==> src/rtl/cla_nibble_sequencer.sv <==
// Feeds wide operands one 4-bit slice per cycle into an external combinational CLA,
// LSB first, and collects the slice sums into a full-width result with carry and overflow.
module cla_nibble_sequencer #(
  parameter int unsigned NIBBLES = 4
) (
  input  logic                   clk,
  input  logic                   rst,
  input  logic                   in_valid,
  output logic                   in_ready,
  input  logic [4*NIBBLES-1:0]   in_a,
  input  logic [4*NIBBLES-1:0]   in_b,
  input  logic                   in_cin,
  input  logic                   in_sub,
  output logic [3:0]             cla_a,
  output logic [3:0]             cla_b,
  output logic                   cla_cin,
  input  logic [3:0]             cla_sum,
  input  logic                   cla_cout,
  output logic                   out_valid,
  input  logic                   out_ready,
  output logic [4*NIBBLES-1:0]   out_sum,
  output logic                   out_cout,
  output logic                   out_ovf
);

  localparam int unsigned W    = 4 * NIBBLES;
  localparam int unsigned IdxW = (NIBBLES > 1) ? $clog2(NIBBLES) : 1;
  localparam logic [IdxW-1:0] LastIdx = IdxW'(NIBBLES - 1);

  typedef enum logic [1:0] {StIdle, StRun, StDone} state_e;

  state_e          state_q, state_d;
  logic [IdxW-1:0] idx_q, idx_d;
  logic [W-1:0]    a_q, a_d;
  logic [W-1:0]    b_q, b_d;
  logic [W-1:0]    res_q, res_d;
  logic            carry_q, carry_d;

  always_ff @(posedge clk or posedge rst) begin
    if (rst) begin
      state_q <= StIdle;
      idx_q   <= '0;
      a_q     <= '0;
      b_q     <= '0;
      res_q   <= '0;
      carry_q <= 1'b0;
    end else begin
      state_q <= state_d;
      idx_q   <= idx_d;
      a_q     <= a_d;
      b_q     <= b_d;
      res_q   <= res_d;
      carry_q <= carry_d;
    end
  end

  always_comb begin
    state_d   = state_q;
    idx_d     = idx_q;
    a_d       = a_q;
    b_d       = b_q;
    res_d     = res_q;
    carry_d   = carry_q;
    in_ready  = 1'b0;
    cla_a     = 4'h0;
    cla_b     = 4'h0;
    cla_cin   = 1'b0;
    out_valid = 1'b0;
    out_sum   = '0;
    out_cout  = 1'b0;
    out_ovf   = 1'b0;

    unique case (state_q)
      StIdle: begin
        // Gate with rst so the handshake is closed while reset is still asserted.
        in_ready = ~rst;
        if (in_valid && !rst) begin
          a_d     = in_a;
          b_d     = in_sub ? ~in_b : in_b;
          carry_d = in_sub ? 1'b1 : in_cin;
          idx_d   = '0;
          res_d   = '0;
          state_d = StRun;
        end
      end
      StRun: begin
        cla_cin = carry_q;
        for (int unsigned n = 0; n < NIBBLES; n++) begin
          if (idx_q == IdxW'(n)) begin
            cla_a              = a_q[4*n +: 4];
            cla_b              = b_q[4*n +: 4];
            res_d[4*n +: 4]    = cla_sum;
          end
        end
        carry_d = cla_cout;
        if (idx_q == LastIdx) begin
          state_d = StDone;
        end else begin
          idx_d = idx_q + 1'b1;
        end
      end
      StDone: begin
        out_valid = 1'b1;
        out_sum   = res_q;
        out_cout  = carry_q;
        out_ovf   = (a_q[W-1] == b_q[W-1]) && (res_q[W-1] != a_q[W-1]);
        if (out_ready) begin
          state_d = StIdle;
        end
      end
      default: state_d = StIdle;
    endcase
  end

endmodule

==> config.mk <==
export PLATFORM = sky130hd
export DESIGN_NAME = cla_nibble_sequencer
export DESIGN_NICKNAME = d
export VERILOG_FILES = /design/src/rtl/cla_nibble_sequencer.sv
export SDC_FILE = /design/constraint.sdc
export NUM_CORES = 1
export LEC_CHECK = 0
export CAP_MARGIN = 25
export CORE_MARGIN = 5
export CORE_UTILIZATION = 48
export DETAILED_ROUTE_END_ITERATION = 10
export PLACE_DENSITY = 0.84
export SLEW_MARGIN = 20
export SYNTH_ARGS = -nofsm -noshare
export SYNTH_HDL_FRONTEND = slang
export SYNTH_SLANG_ARGS = --single-unit
==> constraint.sdc <==
create_clock -name clk -period 2.6 [get_ports clk]
set_clock_uncertainty 0.1 [all_clocks]
set_input_delay 0.65 -clock clk [delete_from_list [all_inputs] [get_ports clk]]
set_output_delay 0.65 -clock clk [all_outputs]
set_load 0.02 [all_outputs]
==> Yosys cells after proc, flatten, opt, wreduce, memory -nomap -nowiden <==
Cells that the tools add are included.
{ "totals": {"in_bits": 43, "wordCells": 73, "out_inout_bits": 29, "reg_bits": 53} }
{ "op_classes": {"n_reduce_logical": 14, "addsub": 1, "n_eq_ne": 14, "muxes": 33, "n_bitwise": 2} }
{ "ops": {"columns": ["operator", "count"], "rows": [
  ["$mux 4", 14],
  ["$mux 16", 3],
  ["$pmux 16 s2", 1],
  ["$reduce_and 3->1", 6],
  ["$not 16->16", 1],
  ["$ne 2x2->1 const B", 7],
  ["$mux 2", 5],
  ["$mux 1", 7],
  ["$eq 2x2->1 const B", 3],
  ["$pmux 2 s3", 1],
  ["$eq 2x1->1 const B", 2],
  ["$logic_not 2->1", 2],
  ["$pmux 2 s2", 1],
  ["$reduce_and 2->1", 2],
  ["$add 2x1->2 const B", 1],
  ["$logic_and 1x1->1", 2],
  ["$pmux 1 s2", 1],
  ["$reduce_bool 2->1", 1],
  ["$eq 1x1->1", 1],
  ["$logic_not 1->1", 1],
  ["$ne 1x1->1", 1],
  ["$not 1->1", 1]
]} }

==> Longest topological paths before layout <==
{ "depth": {"depth_word": 6, "ltp_mapped": 6, "mapped_depth_nobuf": 5} }

==> Worst setup path before layout <==
OpenSTA, ideal clock, no wires.
{ "synth_timing": {"path_kind": "reg2out", "from": "register idx_q[0]", "to": "output cla_b[3]", "path_slack_ns": 0.061, "t_arrival_ns": 1.789, "stages_incl_launch_ff": 7, "required_time_ns": 1.850, "cell_sequence": "dfrtp_1 > inv_1 > ha_1 > nor2b_1 > clkbuf_1 > a221oi_1 > o32ai_1"} }
{ "synth_between": {"elab_chain_len": 6, "elab_cells_between_ends": 9, "cone_classes": "eq/ne (3); mux (5); reduce/logical (1)"} }
{ "synth_rtl": {"columns": ["element", "line", "text"], "rows": [
  ["start, declared", "33", "logic [IdxW-1:0] idx_q, idx_d;"],
  ["start signal, assigned", "49", "idx_q <= idx_d;"],
  ["$logic_not 2->1", "89", "if (idx_q == IdxW'(n)) begin"],
  ["$mux 4 (3 in a row)", "89", null],
  ["$mux 4 *", "89", null],
  ["$mux 4 *", "73", "unique case (state_q)"],
  ["end, declared", "15", "output logic [3:0] cla_b,"]
]} }
Mark *: on every way between the ends. The rest lies on a longest branch, timed or not.

==> Worst setup path in the final report <==
{ "layout_timing": {"from": "register idx_q[0]", "to": "output cla_a[3]"} }
{ "layout_between": {"elab_chain_len": 6, "elab_cells_between_ends": 9, "cone_classes": "eq/ne (3); mux (5); reduce/logical (1)"} }
{ "layout_rtl": {"columns": ["element", "line", "text"], "rows": [
  ["$logic_not 2->1", "89", null],
  ["$mux 4 (3 in a row)", "89", null],
  ["$mux 4 *", "89", null],
  ["$mux 4 *", "73", null],
  ["end, declared", "14", "output logic [3:0] cla_a,"]
]} }
Marks and branches as above.

==> impl_metrics.tcl <==
set metrics [dict create \
    syn2layout_area_growth_pct 44.6 \
    clock_latency_ps 310 \
    critPathTopFamily "buffers and inverters" \
    cp-startpoint "idx_q[0]" \
    io_buffers 71 \
    grt_pass1_wl_um 11300 \
    ys_types 30 \
    die_area_sq_um 7020 \
    synthCells 272 \
    first_global_vias 2423 \
    postLayoutCellArea_sq_um 3780 \
    setup_violations 0 \
    n_fill_cell 366 \
    fp.dieW_um 83.8 \
    yosysTopAreaCell "dfrtp_1" \
    numClockSinks 53 \
    ys_warn_count 0 \
    start_util 0.502 \
    hold_path.startpoint "a_q[10]" \
    core_sq_um 5200 \
    placed_cells_incl_taps 417 \
    vias 2330 \
    cts_root_buf "clkbuf_8" \
    synth_most_common_cell "nand2_1" \
    period_minus_slack_ps 2600 \
    cp-end-kind "output port" \
    drive_above_1_share 0.193 \
    critPathMaxFanout 3 \
    synthTopCellsByArea "dfrtp_1 51%, nand2_1 9.8%, a32o_1 6.1%" \
    drtIter0Drc 102 \
    grt_remaining_overflow 0 \
    htreeDepth 2 \
    rsz0062_at_grt "true" \
    cts_tree "done" \
    worst_setup_path_start_kind "flip-flop" \
    syn_avg_cell_area_sq_um 9.61 \
    slowest_delay_ps 440 \
    hold_violations 0 \
    grt_max_degree 54 \
    dr.pass1.iters 4 \
    vdd_drop_max_v 0.000603 \
    synth_top_area_frac 0.507 \
    hp-class "flip-flop to flip-flop" \
    drc 0 \
    synth_area_sq_um 2620 \
    arrival_ps 1850 \
    seq_area_frac_synth 0.507 \
    cellPowerDensity_nw_per_um2 1090 \
    num_rows 26 \
    cts_hold_buf 0 \
    utilization 0.726 \
    synth_nets 319 \
    post-dp-hpwl_um 4910 \
    slew_viol_final 0 \
    p_leak_nw 1.75 \
    rr_startpoint "state_q[1]" \
    yosys-top-cells-count "68 x nand2_1, 53 x dfrtp_1, 26 x o21ai_0" \
    routedWlPerCell_um 16.4 \
    layout.nets 404 \
    tightest_slew_ps 463 \
    synthArstFlopShare 1.00 \
    cts_buffers 5 \
    fmax_mhz 385 \
    antenna_left 0 \
    io_pins 72 \
    path_class "flip-flop to output port" \
    viasPerCell 5.44 \
    synth-edff-count 0 \
    fin_cells 428 \
    clockBufferDepth 2 \
    period_share 0.999 \
    power_mw 4.12 \
    clk_pin_slew_worst_paths_ps 90 \
    crit_path_top_delay_cell "dfrtp_1" \
    synthFlopType "dfrtp_1" \
    antenna_found_initial 0 \
    wl_um 7020 \
    cp.required_ps 1850 \
    die_y_um 83.8 \
    maxCapViolations 0 \
    place_area_sq_um 3520 \
    synth-seq-cells 53 \
    finalWeightedCongestion 0.783 \
    n_antenna_cell 0 \
    crit_chain "inv_2 -> ha_4 -> nor2b_4 -> buf_6 -> a221oi_1 -> o32ai_1 -> buf_2" \
    cp.buffers_inverters 3 \
    track_usage 0.200 \
    status "completed" \
    max_slew_margin 0.691 \
]
power breakdown:
group	switching [mW]	internal (mW)	total [mW]
registers	0.257	1.20	1.46
clock network	0.265	0.314	0.580
logic	1.12	0.968	2.09
total	1.64	2.48	4.12
worst reg2reg max path: stages (launching register included):
cell and delay [ps]:
dfrtp_1 420, buf_4 170, or4b_4 760, nand2_1 200, o21ai_0 110
registers in the layout (all words and copies together) (netlist names):
name,cells
a_q,16
b_q,16
carry_q,1
idx_q,2
res_q,16
state_q,2
placed cells by master, fill, tap and decap left out, types with 2 or more instances in the layout:
cell type | Yosys | final
o32ai_1 | 2 | 2
dfrtp_1 | 53 | 53
xnor2_1 | 16 | 16
and2_1 | 18 | 18
a21oi_1 | 3 | 3
nor3_1 | 2 | 2
o31ai_2 | 0 | 4
a221oi_2 | 0 | 6
dlygate4sd2_1 | 0 | 17
a32o_1 | 16 | 16
buf_6 | 1 | 5
clkdlybuf4s50_1 | 0 | 42
nand3_1 | 6 | 5
inv_2 | 0 | 4
ha_4 | 0 | 2
nand2b_1 | 2 | 2
clkdlybuf4s15_1 | 0 | 3
buf_2 | 9 | 2
clkbuf_8 | 0 | 6
buf_4 | 0 | 26
nor2b_4 | 0 | 2
o21ai_0 | 26 | 26
nor2_1 | 4 | 4
nand2_1 | 68 | 68
final cells by class:
class / instances / area (sq um) / share of cell area
Multi-Input combinational cell: 195 / 1330 / 0.351
Sequential cell: 53 / 1330 / 0.351
Timing Repair Buffer: 98 / 908 / 0.240
Tap cell: 70 / 87.6 / 0.0232
Clock buffer: 7 / 86.3 / 0.0228
Clock inverter: 1 / 30.0 / 0.00794
Inverter: 4 / 15.0 / 0.00397
worst paths after layout:
kind,endpoint,cells past startpoint,slack (ps)
max,cla_a[3],7,2
min,a_q[10],2,380
max reg2reg,b_q[8],4,710
min reg2reg,a_q[10],2,380
max in group asynchronous,res_q[4],4,1400
min in group asynchronous,res_q[11],4,770
per-stage QoR:
stage / setup TNS [ps] / setup WS, ps / hold WS (ps)
after floorplan: 0 / 60.9 / 337
final: 0 / 2.31 / 381
after detailed placement: -1650 / -233 / 358
after global routing: -406 / -63.6 / 414
after CTS: -25.3 / -17.7 / 380
after global placement: -1170 / -184 / 358
layer usage:
layer | up-vias | wire length (um) | track usage
met5 | - | 0 | 0
met4 | 0 | 128 | 0.0731
met3 | 12 | 434 | 0.0484
met2 | 78 | 3630 | 0.350
met1 | 1127 | 2830 | 0.237
li1 | 1113 | - | -
what timing repair did:
item	in CTS	in global routing
hold endpoints to repair	0	0
resized for setup	81	23
pin swaps	11	8
buffers inserted	3	1
setup endpoints to repair	28	12
kinds of logic after synthesis:
group	after synthesis	share of synthesized area
AO/OA/AOI/OAI	66	0.183
XOR/XNOR	16	0.0536
adder cells (fa/ha/maj)	4	0.0191
buffers and inverters	24	0.0416
flip-flops	53	0.507
AND/OR/NAND/NOR	109	0.196
Power figures use the tool's default switching activity.
==> patch (config.mk and constraints unchanged) <==
Register the output `out_ovf`, with the module's reset; this adds one clock of latency there. The other outputs are not delayed to match.
--- a/src/rtl/cla_nibble_sequencer.sv
+++ b/src/rtl/cla_nibble_sequencer.sv
@@ -30,2 +30,4 @@
   typedef enum logic [1:0] {StIdle, StRun, StDone} state_e;
+
+  logic out_ovf_d;
 
@@ -70,3 +72,3 @@
     out_cout  = 1'b0;
-    out_ovf   = 1'b0;
+    out_ovf_d = 1'b0;
 
@@ -105,3 +107,3 @@
         out_cout  = carry_q;
-        out_ovf   = (a_q[W-1] == b_q[W-1]) && (res_q[W-1] != a_q[W-1]);
+        out_ovf_d = (a_q[W-1] == b_q[W-1]) && (res_q[W-1] != a_q[W-1]);
         if (out_ready) begin
@@ -114,2 +116,10 @@
 
+  always_ff @(posedge clk or posedge rst) begin
+    if (rst) begin
+      out_ovf <= '0;
+    end else begin
+      out_ovf <= out_ovf_d;
+    end
+  end
+
 endmodule
Behaviour: not the same (a bounded check fails within 10 cycles, from zero or initial values and one cycle with rst high).
==> patch against the original RTL <==
The run now ends with negative setup slack left; hold slack better by 0.013 ns; synthesized area is 0.86% higher; via count down 6.1%; fmax down 1.1%; global-route usage is 1.8 points lower; worst setup slack worse by 0.029 ns; non-clock buffer count down 1; routed wire length is 5.8% lower; power down 2.4%; sequential cell count is 1 higher; final area decreased by 1.9%; first-iteration DRC count grew 2.9%; core utilization shrank 4.4 points; largest cell class is now flip-flops and latches.
==> patch: results (changes against the original RTL) <==
status=finished with violations; failing checks=negative setup slack; final worst slack=-0.0264 ns (-0.0287 ns); register area=0.00135 sq mm (+1.9%); layout cell share with drive strength beyond 1=24.8% (+5.6 points); WL final=6620 microns (-5.8%); measured slew at the worst slew-check pin=0.334 ns (-0.130 ns); ranking of synthesized cells by area=dfrtp_1, mux2_2, a32o_1; CP max FO=7 (+4); vias per inst=5.55 (+2.0%); Post-Syn Instances=237 (-13%); net count after synthesis=284 (-11%); DIE AREA=0.00708 sq mm (+0.75%); final setup vio count=3 (+3); post-CTS setup buffer count=2 (-1); Num Clock Sinks=54 (+1.9%); largest net degree at the start of global routing=56 (+3.7%); initial drt markers=105 (+2.9%); Non-clk invs=5 (+1); ClkCell Share=2.06% (-1.0 points); Met1 Wirelength=2630 microns (-7.1%); GR Util met3=3.85% (-0.99 points); WHS=0.394 ns (+0.0132 ns); routed wl met2=3500 microns (-3.6%); Synth Area in XOR/XNOR=5.31% (-0.046 points); post-DP HPWL=4680 microns (-4.9%); Signal buf overhead=24.0% (about the same); vias in the first global route=2218 (-8.5%); Synth Area in Adders=1.90% (-0.016 points); number of cells on the worst hold path=1 (-1); # nets final=369 (-8.7%); Compound-Gate Fraction of Synth Area=18.3% (+0.034 points); post_cts resized=69 (-15%); grt met2 use=32.1% (-2.9 points); Plain + repair buffers=97 (-1.0%)
==> patch: cell types whose count changed after synthesis, sizes merged, moves of 2 or more <==
cell / change
clkbuf: -2
a21oi: +17
nor2: +16
o21ai: -18
mux2: +16
nand2: -65
==> patch: per-stage QoR <==
stage | total power (uW) | setup TNS, ns | setup slack [ns]
3_3_place_gp | 3250 | -0.800 | -0.117
6_report | 4020 | -0.0523 | -0.0264
4_1_cts | 3770 | -0.0521 | -0.0521
5_1_grt | 4310 | -0.488 | -0.103
2_1_floorplan | 2580 | 0 | 0.0609
3_5_place_dp | 3360 | -1.50 | -0.232
==> patch: worst paths after layout <==
kind,start,end
worst max register to register,idx_q[0],res_q[12]
worst min-delay path,res_q[0],res_q[0]
worst max-delay path,idx_q[0],cla_a[3]
max in group asynchronous,rst,a_q[12]
worst min register to register,res_q[0],res_q[0]
min in group asynchronous,rst,a_q[15]
